[src/rtl/jogo_pkg.sv]
// Shared definitions for the game controller.
//   - estado_t   : 4-bit FSM state encodings driven onto state_f
//   - PREMIO_*   : last-winner codes driven onto premio_f
//   - DIG_W      : width of one BCD digit
//   - SCORE_W    : width of each score bus
//   - digito_igual() : BCD digit compare that rejects values above 9
package jogo_pkg;

    localparam int DIG_W   = 4;
    localparam int SCORE_W = 5;

    typedef enum logic [3:0] {
        s0  = 4'b0000,
        s1  = 4'b0001,
        s2  = 4'b0010,
        s3  = 4'b0011,
        s4  = 4'b0100,
        sg1 = 4'b0101,
        sg2 = 4'b0110,
        sg0 = 4'b0111,
        sgx = 4'b1000
    } estado_t;

    localparam logic [1:0] PREMIO_NONE = 2'b00;
    localparam logic [1:0] PREMIO_P1   = 2'b01;
    localparam logic [1:0] PREMIO_P2   = 2'b10;

    // A non-BCD digit never matches, even if the secret code itself were
    // (mis)configured with a non-BCD nibble.
    function automatic logic digito_igual(input logic [DIG_W-1:0] d,
                                          input logic [DIG_W-1:0] r);
        return (d <= DIG_W'(9)) && (d == r);
    endfunction

endpackage

[src/rtl/detector_borda.sv]
// Rising-edge detector for a level input.
//   clk, rst : clock, asynchronous active-high reset
//   sinal    : level input (already synchronous to clk)
//   borda    : one-cycle pulse on the cycle where sinal goes 0 -> 1
// A level held high produces exactly one pulse.
module detector_borda (
    input  logic clk,
    input  logic rst,
    input  logic sinal,
    output logic borda
);

    logic sinal_q;

    always_ff @(posedge clk or posedge rst) begin
        if (rst) sinal_q <= 1'b0;
        else     sinal_q <= sinal;
    end

    assign borda = sinal & ~sinal_q;

endmodule

[src/rtl/controle_jogo.sv]
// Two-player code-entry game controller.
//   clk, rst  : clock, asynchronous active-high reset
//   digito    : BCD digit from switches
//   confirma  : confirm key (level; only its rising edge acts)
//   cancela   : abort current entry (level, honoured in s1..s4)
//   jogador   : 0 = player 1, 1 = player 2 (sampled on the first digit)
//   state_f   : current FSM state encoding
//   premio_f  : last winner (00 none, 01 player 1, 10 player 2)
//   p1_f/p2_f : saturating player scores
// All outputs come straight from registers.
module controle_jogo
    import jogo_pkg::*;
#(
    parameter logic [15:0] CODE        = 16'h1234,
    parameter int          HOLD_CYCLES = 4,
    parameter int          SCORE_MAX   = 9
) (
    input  logic               clk,
    input  logic               rst,
    input  logic [DIG_W-1:0]   digito,
    input  logic               confirma,
    input  logic               cancela,
    input  logic               jogador,
    output logic [3:0]         state_f,
    output logic [1:0]         premio_f,
    output logic [SCORE_W-1:0] p1_f,
    output logic [SCORE_W-1:0] p2_f
);

    localparam int CNT_W = $clog2(HOLD_CYCLES + 1);

    // digit 0 is the most significant nibble of CODE
    localparam logic [DIG_W-1:0] D0 = CODE[15:12];
    localparam logic [DIG_W-1:0] D1 = CODE[11:8];
    localparam logic [DIG_W-1:0] D2 = CODE[7:4];
    localparam logic [DIG_W-1:0] D3 = CODE[3:0];

    estado_t            state;
    logic [3:0]         m;
    logic               jog;
    logic [CNT_W-1:0]   cnt;
    logic               ev;

    detector_borda u_borda (
        .clk   (clk),
        .rst   (rst),
        .sinal (confirma),
        .borda (ev)
    );

    function automatic logic [SCORE_W-1:0] sat_inc(input logic [SCORE_W-1:0] v);
        return (v >= SCORE_W'(SCORE_MAX)) ? SCORE_W'(SCORE_MAX) : v + 1'b1;
    endfunction

    always_ff @(posedge clk or posedge rst) begin
        if (rst) begin
            state    <= s0;
            m        <= '0;
            jog      <= 1'b0;
            cnt      <= '0;
            premio_f <= PREMIO_NONE;
            p1_f     <= '0;
            p2_f     <= '0;
        end else begin
            case (state)
                s0: if (ev) begin
                    jog   <= jogador;
                    m[0]  <= digito_igual(digito, D0);
                    state <= s1;
                end
                // cancela outranks a simultaneous confirm edge
                s1: if (cancela) begin
                    m     <= '0;
                    state <= s0;
                end else if (ev) begin
                    m[1]  <= digito_igual(digito, D1);
                    state <= s2;
                end
                s2: if (cancela) begin
                    m     <= '0;
                    state <= s0;
                end else if (ev) begin
                    m[2]  <= digito_igual(digito, D2);
                    state <= s3;
                end
                s3: if (cancela) begin
                    m     <= '0;
                    state <= s0;
                end else if (ev) begin
                    m[3]  <= digito_igual(digito, D3);
                    state <= s4;
                end
                s4: if (cancela) begin
                    m     <= '0;
                    state <= s0;
                end else if (ev) begin
                    if (&m) state <= jog ? sg2 : sg1;
                    else    state <= sg0;
                end
                // score/prize are written on the way out of sg1/sg2 so they
                // are already visible in the first sgx cycle
                sg1: begin
                    p1_f     <= sat_inc(p1_f);
                    premio_f <= PREMIO_P1;
                    cnt      <= '0;
                    state    <= sgx;
                end
                sg2: begin
                    p2_f     <= sat_inc(p2_f);
                    premio_f <= PREMIO_P2;
                    cnt      <= '0;
                    state    <= sgx;
                end
                sg0: begin
                    cnt   <= '0;
                    state <= sgx;
                end
                // counter starts at 0 on entry, so the last sgx cycle is
                // the one holding HOLD_CYCLES-1
                sgx: if (cnt == CNT_W'(HOLD_CYCLES - 1)) begin
                    cnt   <= '0;
                    state <= s0;
                end else begin
                    cnt <= cnt + 1'b1;
                end
                default: state <= s0;
            endcase
        end
    end

    assign state_f = state;

endmodule
[config.mk]
export PLATFORM = sky130hd
export DESIGN_NAME = controle_jogo
export DESIGN_NICKNAME = d
export VERILOG_FILES = /design/src/rtl/jogo_pkg.sv /design/src/rtl/detector_borda.sv /design/src/rtl/controle_jogo.sv
export SDC_FILE = /design/constraint.sdc
export NUM_CORES = 1
export LEC_CHECK = 0
export CORE_MARGIN = 2
export CORE_UTILIZATION = 53
export DETAILED_ROUTE_END_ITERATION = 8
export PLACE_DENSITY = 0.8
export SLEW_MARGIN = 20
export SYNTH_ARGS = -nofsm -noshare
export SYNTH_HDL_FRONTEND = slang
export SYNTH_SLANG_ARGS = --single-unit
[constraint.sdc]
create_clock -name clk -period 2.3 [get_ports clk]
set_clock_uncertainty 0.05 [all_clocks]
set_input_delay 0.23 -clock clk [delete_from_list [all_inputs] [get_ports clk]]
set_output_delay 0.23 -clock clk [all_outputs]
set_load 0.01 [all_outputs]
# After elaboration in Yosys (flattened, before gate mapping)
# Index checks and enable logic that the tools add are counted.
dict set report classes {
  n_addsub 3
  n_lt_le_gt_ge 3
  n_eq_ne 23
  n_mux 31
  bitwise 2
  reduce_logical 17
}
# operator n
set ops {}
lappend ops {{$mux W4} 11}
lappend ops {{$pmux W4 S7} 1}
lappend ops {{$eq A4 B3 Y1 const B} 5}
lappend ops {{$eq A4 B2 Y1 const B} 4}
lappend ops {{$reduce_and A5 Y1} 3}
lappend ops {{$ne A2 B2 Y1 const B} 6}
lappend ops {{$ne A3 B3 Y1 const B} 4}
lappend ops {{$pmux W3 S4} 1}
lappend ops {{$reduce_and A6 Y1} 2}
lappend ops {{$add A5 B1 Y5 const B} 2}
lappend ops {{$ge A5 B4 Y1 const B} 2}
lappend ops {{$mux W5} 2}
lappend ops {{$eq A4 B1 Y1 const B} 2}
lappend ops {{$mux W1} 8}
lappend ops {{$mux W2} 3}
lappend ops {{$mux W3} 2}
lappend ops {{$pmux W3 S2} 1}
lappend ops {{$pmux W1 S5} 1}
lappend ops {{$reduce_bool A5 Y1} 1}
lappend ops {{$eq A4 B4 Y1 const B} 1}
lappend ops {{$le A4 B4 Y1 const B} 1}
lappend ops {{$logic_and A1 B1 Y1} 4}
lappend ops {{$logic_not A4 Y1} 1}
lappend ops {{$pmux W2 S2} 1}
lappend ops {{other kinds (9)} 10}
dict set report word_totals {
  ff_bits 25
  in_bits 9
  wordCells 90
}

# Logic depth before layout (Yosys ltp)
# Gate-level depths: netlist of run 1.
dict set report depth {
  ltp_word 5
  mapped_depth 6
  depth_no_buf 6
}

# By module
# From an unflattened synthesis of run 1, not the netlist that was laid out.
dict set report hier_totals {
  hier_cells 147
  hier_area_um2 1452.6
}
# module instances cells_each area_each_um2
set by_module_without_submodules {}
lappend by_module_without_submodules {controle_jogo 1 144 1410.1}
lappend by_module_without_submodules {detector_borda 1 3 42.5}

# Least setup slack after synthesis of run 1
# No wires, ideal clock.
dict set report synth_timing {
  path_kind {reg2reg}
  startpoint {register p1_f[0]}
  endpoint {register p1_f[3]}
  setup_ns 0.124
  t_arrival_ns 1.647
  required_time_ns 2.126
  setup_slack_ns 0.478
  path_stages_with_launch 6
  period_less_slack_ns 1.822
  path_cell_list {dfrtp_1 -> ha_1 -> or4_1 -> a21oi_2 -> a21oi_1 -> or2_1}
}
dict set report synth_between {
  elab_chain_cells 2
  word_cells_on_any_way 3
}
# element line
set synth_rtl {}
lappend synth_rtl {{start: declaration} controle_jogo.sv:26} ;# output logic [SCORE_W-1:0] p1_f,
lappend synth_rtl {{start signal: assignment} controle_jogo.sv:103} ;# p1_f <= sat_inc(p1_f);
lappend synth_rtl {{$add A5 B1 Y5 or $ge A5 B4 Y1 (tied branches)} controle_jogo.sv:52} ;# return (v >= SCORE_W'(SCORE_MAX)) ? SCORE_W'(SCORE_MAX) : v + 1'b1;
lappend synth_rtl {{$mux W5 (*)} controle_jogo.sv:52}
# Mark *: on every way between the ends. The rest lies on a longest branch, timed or not.
# A chain may end at the register's enable or synchronous reset.

# Worst setup path after layout of run 1
dict set report layout_timing {
  startpoint {register state[2] (netlist: state_f[2])}
  endpoint {output port state_f[2]}
}
# element line
set layout_rtl {}
lappend layout_rtl {{start: declaration} controle_jogo.sv:38} ;# estado_t state;
lappend layout_rtl {{start signal: assignment} controle_jogo.sv:97} ;# if (&m) state <= jog ? sg2 : sg1;
lappend layout_rtl {{start signal: assignment} controle_jogo.sv:98} ;# else state <= sg0;
lappend layout_rtl {{start signal: assignment} controle_jogo.sv:106} ;# state <= sgx;
lappend layout_rtl {{end: declaration} controle_jogo.sv:24} ;# output logic [3:0] state_f,
# No word-level cell between the ends.

==> flow_summary_export.csv, run 1 <==
group,metric,value,unit
synth,synth.largest_area_cell,"dfrtp_1",
timing,worst_pin_slew,0.611,ns
floorplanning,die_x,57.6,um
critical_path,crit_start,"state_f[2]$_DFFE_PP0P_",
place,place.gp.congestion,0.880,
place,io_buffers,24,
clock_network,clock-sinks,25,
synth,synth_flop_cell,"dfrtp_1",
place,dp_hpwl,2460,um
synth,syn_area,1520,sq um
timing,finalHoldViolations,0,
timing,post-route-period-util,87.9,%
synth,yosys-top-cells-count,"dfrtp_1, nand2_1, nor2_1, o21ai_0",
detailed_routing,drt_wl_total,3420,um
power,vdd_ir_drop_max,0.690,mV
clock_network,insertion_delay,0.32,ns
synth,ys_types,54,
timing,period_needed,2.02,ns
detailed_routing,vias,1310,
clock_network,htree_levels,1,
critical_path,critPathKind,"flip-flop to output pin",
clock_network,numCtsBuffers,3,
clock_network,cts_resized,0,
detailed_routing,wl_per_cell,16.0,um
synth,synth_seq_cells,25,
timing,setup-tns-final,0,ns
timing,relSlewSlack,59.3,%
grt,grt_pass1_wl,5810,um
synth,syn_inst,159,
timing,drv_slew,0,
synth,yosys-top-cells-area,"dfrtp_1, ha_1, o21ai_0, nand2_1, a21oi_1",
status,outcome,"finished, final reports clean",
detailed_routing,antenna_left,0,
grt,overflow,0,
synth,synthArstFlopShare,100,%
synth,yosysWarningCount,0,
grt,first_global_vias,1266,
critical_path,worstPathRequired,2.02,ns
synth,synth.net_count,173,
flow_run,maxCapViolations,0,
finish,nFillCells,225,
finish,fin_nets,198,
timing,setup_viol,0,
clock_network,cts_setup_buffers,0,
floorplanning,fp.dieH,57.6,um
power,p_per_area,809,nW/um^2
synth,synth_edf_count,0,
critical_path,reg2reg_depth,6,
grt,antenna_found_initial,0,
critical_path,rrSetupSlack,0.38,ns
critical_path,crit_arrival,1.74,ns
timing,fmax,495,MHz
floorplanning,io_pins,25,
timing,rsz0062_at_grt,"false",
power,leakage,0.763,nW
clock_network,cts-root-buf,"clkbuf_4",
detailed_routing,drt_iter0_markers,51,
detailed_routing,vias_per_cell,6.12,
grt,grt.total_usage,22.2,%
grt,grt_max_degree,26,
synth,synth_top_area_share,41.1,%
power,power.total,1.46,mW
critical_path,r2r_start,"p1_f[1]$_DFFE_PP0P_",
critical_path,cp-start-kind,"flip-flop",
detailed_routing,drc,0,
critical_path,r2r-end,"p1_f[3]$_DFFE_PP0P_",
floorplanning,dieArea,3320,sq um
clock_network,cts_tree,"yes",
floorplanning,core,2730,sq um
detailed_routing,drtPass1Iterations,4,
floorplanning,start_util,55.7,%
synth,synth.most_common_cell,"dfrtp_1",
critical_path,end_kind,"output pin",
synth,synth.avg_cell_area,9.58,sq um
finish,antenna_cells,0,
floorplanning,num_rows,19,
synth,ys_seq_area_share,41.1,%
clock_network,cts_hold_buf,0,
finish,syn_to_final_growth,18.7,%
worst_hold_path,hold_class,"primary input to asynchronous set/reset pin",
critical_path,cp_max_fo,15,
clock_network,clk_pin_slew,0.14,ns
finish,layout-drive-gt1-share,10.9,%
clock_network,cts_max_path_buffers,2,
## metal layers
metal,global-route usage [%],vias to the layer above,wire length [um]
li1,-,644,-
met1,31.1,632,1600
met2,35.6,28,1640
met3,3.17,6,139
met4,7.31,0,38
met5,0,-,0
## flip-flops by register name, indices dropped and copies added, names as in the netlist
| name | cells |
|---|---|
| cnt | 3 |
| jog | 1 |
| p2_f | 5 |
| state_f | 4 |
| p1_f | 5 |
| u_borda.sinal_q | 1 |
| m | 4 |
| premio_f | 2 |
## layout by cell type (no fill, tap or decap), types with 4 or more instances in the layout
master / n
o31ai_1: 4
ha_1: 5
nand2_1: 12
o21ai_0: 9
nor2_1: 9
nand3_1: 8
nor4_1: 6
a211oi_1: 4
clkdlybuf4s50_1: 24
a21oi_1: 8
dfrtp_1: 25
buf_4: 5
inv_1: 8
## metrics by stage
| step | std cells | cell area [sq um] | utilization [%] | hold WS [ns] | setup WS [ns] |
|---|---|---|---|---|---|
| 2_1_floorplan | 159 | 1520 | - | 0.207 | 0.478 |
| 3_3_place_gp | 210 | 1780 | 65.1 | 0.414 | 0.363 |
| 3_5_place_dp | 210 | 1780 | 65.1 | 0.418 | 0.242 |
| 4_1_cts | 214 | 1810 | 66.1 | 0.215 | 0.274 |
| 5_1_grt | 214 | 1810 | 66.1 | 0.241 | 0.190 |
| 6_report | 214 | 1810 | 66.1 | 0.211 | 0.279 |
## power breakdown
part	switching [mW]	internal (mW)
Sequential	0.168	0.526
Clock	0.131	0.0652
Combinational	0.262	0.310
Total	0.561	0.901
## area by class of cell
class / instances / area (sq um) / area share, %
clock buffer: 3 / 22.5 / 1.25
clock inverter: 1 / 5.00 / 0.277
inverter: 8 / 30.0 / 1.66
multi-input combinational: 117 / 808 / 44.7
sequential: 25 / 626 / 34.6
tap: 31 / 38.8 / 2.15
timing repair buffer: 29 / 278 / 15.4
## cells by family (layout without fill, tap and decap cells)
logic type / after synthesis / after routing / synth area share (%)
compound gates: 44 / 44 / 21.1
fa+ha+maj: 5 / 5 / 4.11
buf+inv: 17 / 41 / 5.83
flops: 25 / 25 / 41.1
mux: 2 / 2 / 1.48
simple gates: 66 / 66 / 26.4
## worst max-delay path by stage
stage	slack [ns]	to	cells after the start
after detailed placement	0.24	state_f[0]$_DFFE_PP0P_	5
after global placement	0.36	state_f[1]$_DFFE_PP0P_	5
final	0.28	state_f[2]	2
after global routing	0.19	state_f[0]	1
after floorplan	0.48	p1_f[3]$_DFFE_PP0P_	5
after CTS	0.27	state_f[2]	2
## worst max-delay path, stage by stage, from the launching register on
cell and delay (ns):
dfrtp_1 0.64, buf_4 0.24, clkdlybuf4s50_1 0.54
No activity file was read; power rests on OpenSTA's default activity.
==> inputs of run 2 (changes only) <==
- CTS_CLUSTER_SIZE: unset -> 20
==> results of run 2 <==
Final layout, timing and power as in run 1 (identical DEF).
